### src/rtl/imem_dmem_arbiter_if.sv
// Bus bundle between the IF/MEM pipeline stages, the shared memory port and the arbiter.
// The arbiter uses the slave view; the stages and the memory together form the master view.
interface imem_dmem_arbiter_if #(
  parameter int AW = 32,
  parameter int DW = 32
);
  logic          if_req;
  logic [AW-1:0] if_addr;
  logic          if_flush;
  logic [DW-1:0] if_rdata;
  logic          if_ready;

  logic          dm_req;
  logic          dm_we;
  logic [AW-1:0] dm_addr;
  logic [DW-1:0] dm_wdata;
  logic [DW-1:0] dm_rdata;
  logic          dm_ready;

  logic          mem_en;
  logic          mem_we;
  logic [AW-1:0] mem_addr;
  logic [DW-1:0] mem_wdata;
  logic [DW-1:0] mem_rdata;

  logic          busy;
  logic          owner;

  modport slave (
    input  if_req, if_addr, if_flush,
    input  dm_req, dm_we, dm_addr, dm_wdata,
    input  mem_rdata,
    output if_rdata, if_ready,
    output dm_rdata, dm_ready,
    output mem_en, mem_we, mem_addr, mem_wdata,
    output busy, owner
  );

  modport master (
    output if_req, if_addr, if_flush,
    output dm_req, dm_we, dm_addr, dm_wdata,
    output mem_rdata,
    input  if_rdata, if_ready,
    input  dm_rdata, dm_ready,
    input  mem_en, mem_we, mem_addr, mem_wdata,
    input  busy, owner
  );
endinterface

### src/rtl/imem_dmem_arbiter.sv
// Shares one single-port memory between instruction fetch and load/store.
// MEM normally wins; IF is forced through after STARVE_LIMIT consecutive losses.
module imem_dmem_arbiter #(
  parameter int AW           = 32,
  parameter int DW           = 32,
  parameter int LATENCY      = 1,
  parameter int STARVE_LIMIT = 4
) (
  input logic               clk,
  input logic               rst,
  imem_dmem_arbiter_if.slave bus
);
  localparam int CW = (LATENCY > 1) ? $clog2(LATENCY + 1) : 1;
  localparam int SW = (STARVE_LIMIT > 1) ? $clog2(STARVE_LIMIT + 1) : 1;

  typedef enum logic [1:0] {IDLE, ISSUE, WAIT, RESP} state_t;

  state_t        state;
  state_t        state_next;
  logic          grant;
  logic          grant_dm;
  logic [CW-1:0] count;
  logic [SW-1:0] starve_cnt;
  logic          kill;
  logic          kill_now;
  logic          last_wait;
  logic          owner_q;
  logic          we_q;
  logic [AW-1:0] addr_q;
  logic [DW-1:0] wdata_q;
  logic [DW-1:0] if_rdata_q;
  logic [DW-1:0] dm_rdata_q;

  always_ff @(posedge clk) begin
    if (rst) state <= IDLE;
    else     state <= state_next;
  end

  // A flush in IDLE means the IF address is stale, so IF cannot win that cycle.
  always_comb begin
    state_next = state;
    grant      = 1'b0;
    grant_dm   = 1'b0;
    case (state)
      IDLE: begin
        if (bus.if_req && !bus.if_flush && starve_cnt == SW'(STARVE_LIMIT)) begin
          grant = 1'b1;
        end else if (bus.dm_req) begin
          grant    = 1'b1;
          grant_dm = 1'b1;
        end else if (bus.if_req && !bus.if_flush) begin
          grant = 1'b1;
        end
        if (grant) state_next = ISSUE;
      end
      ISSUE:   state_next = WAIT;
      WAIT:    if (count == CW'(1)) state_next = RESP;
      RESP:    state_next = IDLE;
      default: state_next = IDLE;
    endcase
  end

  // kill_now also covers a flush arriving in the capture or response cycle itself.
  assign kill_now  = kill | (bus.if_flush && !owner_q && state != IDLE);
  assign last_wait = (state == WAIT) && (count == CW'(1));

  always_ff @(posedge clk) begin
    if (rst) begin
      count      <= '0;
      starve_cnt <= '0;
      kill       <= 1'b0;
      owner_q    <= 1'b0;
      we_q       <= 1'b0;
      addr_q     <= '0;
      wdata_q    <= '0;
      if_rdata_q <= '0;
      dm_rdata_q <= '0;
    end else begin
      if (grant) begin
        owner_q <= grant_dm;
        addr_q  <= grant_dm ? bus.dm_addr : bus.if_addr;
        we_q    <= grant_dm & bus.dm_we;
        if (grant_dm) wdata_q <= bus.dm_wdata;
        if (!grant_dm) begin
          starve_cnt <= '0;
        end else if (bus.if_req && starve_cnt != SW'(STARVE_LIMIT)) begin
          starve_cnt <= starve_cnt + SW'(1);
        end
      end

      if (state == ISSUE)     count <= CW'(LATENCY);
      else if (state == WAIT) count <= count - CW'(1);

      if (last_wait && !we_q) begin
        if (owner_q)        dm_rdata_q <= bus.mem_rdata;
        else if (!kill_now) if_rdata_q <= bus.mem_rdata;
      end

      kill <= (state_next != IDLE) ? kill_now : 1'b0;
    end
  end

  assign bus.mem_en    = (state == ISSUE);
  assign bus.mem_we    = we_q;
  assign bus.mem_addr  = addr_q;
  assign bus.mem_wdata = wdata_q;
  assign bus.busy      = (state != IDLE);
  assign bus.owner     = owner_q;
  assign bus.if_rdata  = if_rdata_q;
  assign bus.dm_rdata  = dm_rdata_q;
  assign bus.if_ready  = (state == RESP) && !owner_q && !kill_now;
  assign bus.dm_ready  = (state == RESP) && owner_q;
endmodule

### src/flat_wrapper.sv
// flat-port wrapper written by rule: the top's interface ports become plain ports
module imem_dmem_arbiter_flat 
#(
  parameter int AW           = 32,
  parameter int DW           = 32,
  parameter int LATENCY      = 1,
  parameter int STARVE_LIMIT = 4
)
  (clk, rst, bus_if_req, bus_if_addr, bus_if_flush, bus_dm_req, bus_dm_we, bus_dm_addr, bus_dm_wdata, bus_mem_rdata, bus_if_rdata, bus_if_ready, bus_dm_rdata, bus_dm_ready, bus_mem_en, bus_mem_we, bus_mem_addr, bus_mem_wdata, bus_busy, bus_owner);
  imem_dmem_arbiter_if #(.AW(AW), .DW(DW)) bus_i ();
  input logic clk;
  input logic rst;
  input wire logic [$bits(bus_i.if_req)-1:0] bus_if_req;
  input wire logic [$bits(bus_i.if_addr)-1:0] bus_if_addr;
  input wire logic [$bits(bus_i.if_flush)-1:0] bus_if_flush;
  input wire logic [$bits(bus_i.dm_req)-1:0] bus_dm_req;
  input wire logic [$bits(bus_i.dm_we)-1:0] bus_dm_we;
  input wire logic [$bits(bus_i.dm_addr)-1:0] bus_dm_addr;
  input wire logic [$bits(bus_i.dm_wdata)-1:0] bus_dm_wdata;
  input wire logic [$bits(bus_i.mem_rdata)-1:0] bus_mem_rdata;
  output wire logic [$bits(bus_i.if_rdata)-1:0] bus_if_rdata;
  output wire logic [$bits(bus_i.if_ready)-1:0] bus_if_ready;
  output wire logic [$bits(bus_i.dm_rdata)-1:0] bus_dm_rdata;
  output wire logic [$bits(bus_i.dm_ready)-1:0] bus_dm_ready;
  output wire logic [$bits(bus_i.mem_en)-1:0] bus_mem_en;
  output wire logic [$bits(bus_i.mem_we)-1:0] bus_mem_we;
  output wire logic [$bits(bus_i.mem_addr)-1:0] bus_mem_addr;
  output wire logic [$bits(bus_i.mem_wdata)-1:0] bus_mem_wdata;
  output wire logic [$bits(bus_i.busy)-1:0] bus_busy;
  output wire logic [$bits(bus_i.owner)-1:0] bus_owner;
  assign bus_i.if_req = bus_if_req;
  assign bus_i.if_addr = bus_if_addr;
  assign bus_i.if_flush = bus_if_flush;
  assign bus_i.dm_req = bus_dm_req;
  assign bus_i.dm_we = bus_dm_we;
  assign bus_i.dm_addr = bus_dm_addr;
  assign bus_i.dm_wdata = bus_dm_wdata;
  assign bus_i.mem_rdata = bus_mem_rdata;
  assign bus_if_rdata = bus_i.if_rdata;
  assign bus_if_ready = bus_i.if_ready;
  assign bus_dm_rdata = bus_i.dm_rdata;
  assign bus_dm_ready = bus_i.dm_ready;
  assign bus_mem_en = bus_i.mem_en;
  assign bus_mem_we = bus_i.mem_we;
  assign bus_mem_addr = bus_i.mem_addr;
  assign bus_mem_wdata = bus_i.mem_wdata;
  assign bus_busy = bus_i.busy;
  assign bus_owner = bus_i.owner;
  imem_dmem_arbiter #(.AW(AW), .DW(DW), .LATENCY(LATENCY), .STARVE_LIMIT(STARVE_LIMIT)) u_core (.clk(clk), .rst(rst), .bus(bus_i));
endmodule
### config.mk
export PLATFORM = sky130hd
export DESIGN_NAME = imem_dmem_arbiter_flat
export DESIGN_NICKNAME = d
export VERILOG_FILES = /design/src/rtl/imem_dmem_arbiter_if.sv /design/src/rtl/imem_dmem_arbiter.sv /design/src/flat_wrapper.sv
export SDC_FILE = /design/constraint.sdc
export NUM_CORES = 1
export LEC_CHECK = 0
export CAP_MARGIN = 5
export CORE_MARGIN = 1
export CORE_UTILIZATION = 43
export DETAILED_ROUTE_END_ITERATION = 10
export GPL_ROUTABILITY_DRIVEN = 0
export PLACE_DENSITY = 0.93
export SLEW_MARGIN = 20
export SYNTH_ARGS = -nofsm -noshare
export SYNTH_HDL_FRONTEND = slang
export SYNTH_SLANG_ARGS = --single-unit
### constraint.sdc
create_clock -name clk -period 3.6 [get_ports clk]
set_input_delay 0.54 -clock clk [delete_from_list [all_inputs] [get_ports clk]]
set_output_delay 0.54 -clock clk [all_outputs]
set_load 0.02 [all_outputs]
==> results of run 1 <==
-- metrics by stage --
step,hold slack (ns),worst slack (ns)
floorplan,0.4486,1.566
global placement,0.4407,0.8165
detailed placement,0.4460,0.7976
CTS,0.4535,0.6201
global route,0.4669,0.4630
finish,0.4515,0.6512
-- cells by family (layout without fill, tap and decap cells) --
kind of cell | Yosys count | after routing | share of synthesized area (%)
AND/OR/NAND/NOR | 317 | 317 | 24.01
adder cells (fa/ha/maj) | 7 | 7 | 1.687
AO/OA/AOI/OAI | 143 | 143 | 16.49
flip-flops | 137 | 137 | 52.83
buffers and inverters | 57 | 317 | 4.989
-- layout by cell type (no fill, tap or decap), drive strengths merged, types with 2 or more instances in the layout --
cell type / count
nor2: 39
o21ai: 2
nor2b: 4
ha: 7
inv: 7
nand2: 260
dfxtp: 137
nand3b: 3
buf: 12
clkinvlp: 3
nand3: 2
nor3: 2
bufinv: 5
clkbuf: 20
a311oi: 33
clkdlybuf4s50: 266
clkinv: 4
a21oi: 102
-- registers in the layout, indices dropped and copies added, names as in the netlist --
name                  flops
u_core.bus.dm_rdata      32
u_core.bus.if_rdata      32
u_core.bus.mem_addr      32
u_core.bus.mem_wdata     32
u_core.starve_cnt         3
u_core.state              2
u_core.bus.mem_we         1
u_core.bus.owner          1
u_core.count              1
u_core.kill               1
-- per-layer routing --
layer | part of all wire [%] | up-vias
met5 | 0 | -
met4 | 2.1 | 0
li1 | - | 2676
met2 | 51 | 231
met1 | 37 | 2498
met3 | 9.4 | 30
-- layout make-up --
cell class,count,area share (%)
Clock buffer,20,5.318
Clock inverter,12,2.288
Inverter,7,0.3060
Multi-Input combinational cell,467,25.72
Sequential cell,137,31.94
Tap cell,143,2.084
Timing Repair Buffer,278,32.35
-- worst reg2reg max path, cell delays in order, from the launching register on --
cell	delay, ns
dfxtp_1	0.35
inv_1	0.12
ha_1	0.33
and3_2	0.83
buf_4	0.32
nand2_1	0.08
a21oi_1	0.15
-- report_power, final --
part	leakage, nW	switching [W]	internal [W]	total (W)
Combinational	1.68	0.000670	0.000567	0.00124
Sequential	1.12	0.0000916	0.00168	0.00177
Clock	0.312	0.000647	0.00126	0.00191
-- worst max-delay path by stage --
stage | to | slack, ns
finish | bus_if_ready | 0.65
detailed placement | bus_if_ready | 0.80
global route | bus_if_ready | 0.46
CTS | bus_if_ready | 0.62
global placement | bus_if_ready | 0.82
floorplan | bus_if_ready | 1.57
==> impl_metrics.csv, run 1 <==
group,metric,value,unit
status,status,"complete, but fails checks",
status,violations,"DRC",
route,drt_pass1_iterations,9,
route,drc,19,
clock_tree,clk_pin_slew,0.06,ns
synthesis,synthTopCellsByArea,"dfxtp_1, nand2_1, a21oi_1",
synthesis,synthArstFlopShare,0,%
placement,dpl.cell_count,1032,
worst_setup_path,worstSetupStartpoint,"u_core.state[0]$_SDFF_PP0_",
layout,final_net_count,1049,
clock_tree,cts_tree,"done",
sta,slew_headroom,42.38,%
global_routing,grt_use_total,26.42,%
synthesis,synth-main-ff-cell,"dfxtp_1",
layout,instances_no_fill,1064,
sta,rsz0062_at_grt,"no",
worst_setup_path,crit_path_start_kind,"flop",
clock_tree,clock_path_buffers,2,
floorplan,die-area,0.01252,mm2
global_routing,grt_max_degree,80,
sta,fin_setup_tns,0,ns
synthesis,yosys.area.top_type,"dfxtp_1",
route,ant_nets,0,
clock_tree,cts_root_buf,"clkbuf_16",
worst_setup_path,cp_cell_sequence,"inv_1, ha_1, nor2b_1, nor4b_1, clkdlybuf4s50_1",
global_routing,grt_pass1_vias,5396,
synthesis,synthesis.area,0.005191,mm2
synthesis,synth_cell_types,29,
clock_tree,numCtsBuffers,17,
worst_hold_path,min_to,"u_core.bus.if_rdata[30]$_SDFFE_PP0P_",
placement,port-buffer-count,267,
global_routing,antenna_found_initial,0,
power,p_leak,3.109,nW
worst_setup_path,path_buf_inv,2,
global_routing,grtUsageMet3,9.962,%
route,wl_per_cell,15.14,um
synthesis,synth-edff-count,0,
global_routing,grt_first_pass_wirelength,25820,um
layout,drive_gt1_share,5.429,%
worst_setup_path,worstReg2RegStart,"u_core.state[0]$_SDFF_PP0_",
layout,final_util,73.94,%
worst_setup_path,worstPathRequired,3.06,ns
layout,area_delta_synth_final,65.41,%
synthesis,yosys-top-cells-count,"nand2_1, dfxtp_1, a21oi_1",
power,power_density,572.3,mW/mm2
worst_setup_path,r2r_setup_slack,1.35,ns
clock_tree,clk_latency,0.42,ns
sta,maxSlewViolCount,0,
clock_tree,htree_levels,4,
floorplan,rows,39,
worst_setup_path,cp_max_fo,7,
clock_tree,cts_resized,0,
placement,place_area,0.007934,mm2
worst_hold_path,min_path_type,"flop to flop",
power,power,0.004914,W
route,num_vias,5435,
clock_tree,hold_buffers,0,
worst_setup_path,cpLargestDelayFamily,"buffers and inverters",
floorplan,die_y,111.9,um
synthesis,syn_nets,802,
worst_setup_path,crit_type,"flop to output port",
floorplan,floorplan.initialDensity,44.70,%
floorplan,die_width,111.9,um
layout,num_antenna_cells,0,
synthesis,yosysSeqAreaShare,52.83,%
synthesis,yosysMostFrequentCell,"nand2_1",
global_routing,use_met2,47.41,%
worst_setup_path,rr_endpoint,"u_core.bus.mem_wdata[14]$_SDFFE_PP0P_",
worst_hold_path,hold_depth,2,
sta,period_needed,2.949,ns
flow_run,drv_cap,0,
worst_setup_path,slowest_stage,"clkdlybuf4s50_1",
power,ir_drop,0.0003507,V
global_routing,grt_overflow,0,
placement,hpwl,11130,um
synthesis,yosysTopAreaCellShare,52.83,%
global_routing,met1_usage,27.23,%
global_routing,top_usage_layer,"met2",
worst_setup_path,crit_cells,5,
floorplan,ios,268,
route,viasPerCell,5.108,
sta,hold_violations,0,
synthesis,syn-mean-instance-area,7.854,um2
route,drt_wl_total,16100,um
layout,finalInstanceArea,0.008587,mm2
synthesis,syn-instance-count,661,
synthesis,yosysWarnings,0,
worst_hold_path,worstHoldStart,"u_core.bus.if_rdata[30]$_SDFFE_PP0P_",
layout,regArea,0.002743,mm2
floorplan,coreArea,0.01161,mm2
clock_tree,cts_setup_buffers,0,
sta,finalSetupViolCount,0,
synthesis,synth_seq_cells,137,
worst_setup_path,max_stage_delay,0.76,ns
clock_tree,cts.sinks,137,
worst_setup_path,rr_worst_depth,6,
sta,fmax,0.3391,GHz
worst_setup_path,crit_path_end_kind,"output port",
sta,clock_skew,0.01136,ns
route,drt_iter0_markers,411,
layout,fillers,844,
sta,worst_pin_slew,0.8642,ns
layout,multi_input_area,0.002208,mm2
worst_setup_path,worst_ep_arrival_time,2.41,ns
sta,fin_crit_sh,81.91,%
No activity file was read; power rests on OpenSTA's default activity.
==> run 2: changes to the inputs <==
Settings changed: CORE_UTILIZATION 43 to 40, PLACE_DENSITY 0.93 to 0.88.
Clock period 3.6 ns to 2.8 ns, I/O delays scaled along.
==> run 2 against run 1 <==
The flow now finishes without violations; highest routed layer unchanged; largest power group is now registers; hold slack worse by 0.00050 ns; sequential share of layout area hardly changed; register-to-register slack worse by 0.54 ns; global-route usage is 3.5 points lower.
==> impl_metrics.csv, run 2 (same netlist as run 1, synthesis figures left out) <==
group,metric,value,unit
status,status,"finished, final reports clean",
route,ant_nets,0,
layout,num_antenna_cells,0,
floorplan,floorplan.initialDensity,41.14,%
sta,rsz0062_at_grt,"no",
clock_tree,cts_tree,"done",
worst_setup_path,r2r_setup_slack,0.81,ns
global_routing,grt_max_degree,61,
route,num_vias,5327,
clock_tree,cts.sinks,137,
global_routing,grt_first_pass_wirelength,23670,um
clock_tree,clock_path_buffers,2,
global_routing,grt_use_total,22.91,%
worst_setup_path,crit_type,"flop to output port",
floorplan,die_width,115.9,um
worst_setup_path,slowest_stage,"clkdlybuf4s50_1",
floorplan,ios,268,
worst_setup_path,max_stage_delay,0.62,ns
sta,worst_pin_slew,0.6520,ns
clock_tree,clk_latency,0.41,ns
sta,maxSlewViolCount,0,
layout,final_cell_mix,"clkdlybuf4s50_1, nand2_1, dfxtp_1",
layout,instances_no_fill,1093,
clock_tree,clk_pin_slew,0.05,ns
route,wl_per_cell,14.18,um
placement,dpl.cell_count,1061,
layout,drive_gt1_share,5.103,%
sta,hold_slack,0.4510,ns
placement,hpwl,11020,um
layout,final_common_cell,"clkdlybuf4s50_1",
clock_tree,cts_setup_buffers,0,
route,drt_wl_total,15500,um
global_routing,antenna_found_initial,0,
worst_setup_path,cpMostUsedCell,"inv_1",
worst_setup_path,path_buf_inv,3,
worst_setup_path,worstPathRequired,2.38,ns
layout,area_delta_synth_final,65.39,%
clock_tree,numCtsBuffers,17,
clock_tree,htree_levels,4,
sta,clock_skew,0.01231,ns
route,drt_iter0_markers,388,
global_routing,grt_pass1_vias,4914,
power,p_leak,3.115,nW
route,drc,0,
floorplan,die_y,115.9,um
route,viasPerCell,4.874,
sta,slew_headroom,56.54,%
power,ir_drop,0.0003843,V
floorplan,die-area,0.01344,mm2
route,drt_pass1_iterations,4,
sta,fmax,0.4269,GHz
flow_run,drv_cap,0,
worst_setup_path,worst_ep_arrival_time,1.92,ns
floorplan,coreArea,0.01262,mm2
worst_setup_path,crit_path_start_kind,"flop",
worst_hold_path,min_path_type,"flop to flop",
power,power_density,704.4,mW/mm2
floorplan,rows,41,
sta,hold_violations,0,
sta,period_needed,2.343,ns
worst_setup_path,cpLargestDelayFamily,"buffers and inverters",
worst_setup_path,cp_max_fo,7,
sta,fin_setup_tns,0,ns
layout,final_net_count,1049,
sta,finalSetupViolCount,0,
worst_setup_path,crit_path_end_kind,"output port",
clock_tree,cts_root_buf,"clkbuf_16",
placement,port-buffer-count,267,
global_routing,grt_overflow,0,
sta,fin_crit_sh,83.67,%
worst_setup_path,cp_cell_sequence,"inv_1, ha_1, inv_1, clkdlybuf4s50_1",
clock_tree,hold_buffers,0,
run 2: what timing repair did:
item,in CTS,in global routing
setup endpoints to repair,0,1
endpoints found under the hold margin,0,0
resized for setup,0,1
run 2: power breakdown:
part	total [W]	switching (W)	internal (W)	leakage [nW]
registers	0.00227	0.000116	0.00215	1.12
logic	0.00161	0.000858	0.000751	1.71
clock network	0.00217	0.000792	0.00138	0.288
total	0.00605	0.00177	0.00428	3.12
run 2: final cells by class:
cell class / instances / area [um2]
Timing Repair Buffer: 278 / 2818
Tap cell: 172 / 215.2
Clock buffer: 24 / 481.7
Sequential cell: 137 / 2743
Inverter: 7 / 26.28
Clock inverter: 8 / 93.84
Multi-Input combinational cell: 467 / 2208
Fill cell: 984 / 4034
run 2: worst min-delay path, cell delays in order (launching register included):
cell and delay (ns):
dfxtp_1 0.30, nand2_1 0.05, a21oi_1 0.05
run 2: path summary, 6_finish.rpt:
| path | from | endpoint | cells past startpoint |
|---|---|---|---|
| max reg2reg | u_core.state[0]$_SDFF_PP0_ | u_core.bus.if_rdata[25]$_SDFFE_PP0P_ | 7 |
| max | u_core.state[0]$_SDFF_PP0_ | bus_busy | 4 |
| min | u_core.bus.dm_rdata[22]$_SDFFE_PP0P_ | u_core.bus.dm_rdata[22]$_SDFFE_PP0P_ | 2 |
| min reg2reg | u_core.bus.dm_rdata[22]$_SDFFE_PP0P_ | u_core.bus.dm_rdata[22]$_SDFFE_PP0P_ | 2 |
run 2: through the flow:
| step | total power [W] | instance area (um2) | util, % | worst slack (ns) |
|---|---|---|---|---|
| after floorplan | 0.003140 | 5191 | - | 0.8864 |
| after global placement | 0.003891 | 8008 | 63.45 | 0.3562 |
| after detailed placement | 0.003925 | 8008 | 63.45 | 0.3128 |
| after CTS | 0.006117 | 8583 | 68.02 | 0.08208 |
| after global routing | 0.006355 | 8586 | 68.03 | 0.3581 |
| final | 0.006048 | 8586 | 68.03 | 0.4573 |
run 2: layer usage:
layer | global-route usage (%) | part of all wire [%] | up-vias
met1 | 24.80 | 39 | 2433
li1 | - | - | 2673
met2 | 39.05 | 49 | 202
met3 | 10.41 | 9.9 | 19
met5 | 0 | 0 | -
met4 | 8.889 | 1.8 | 0
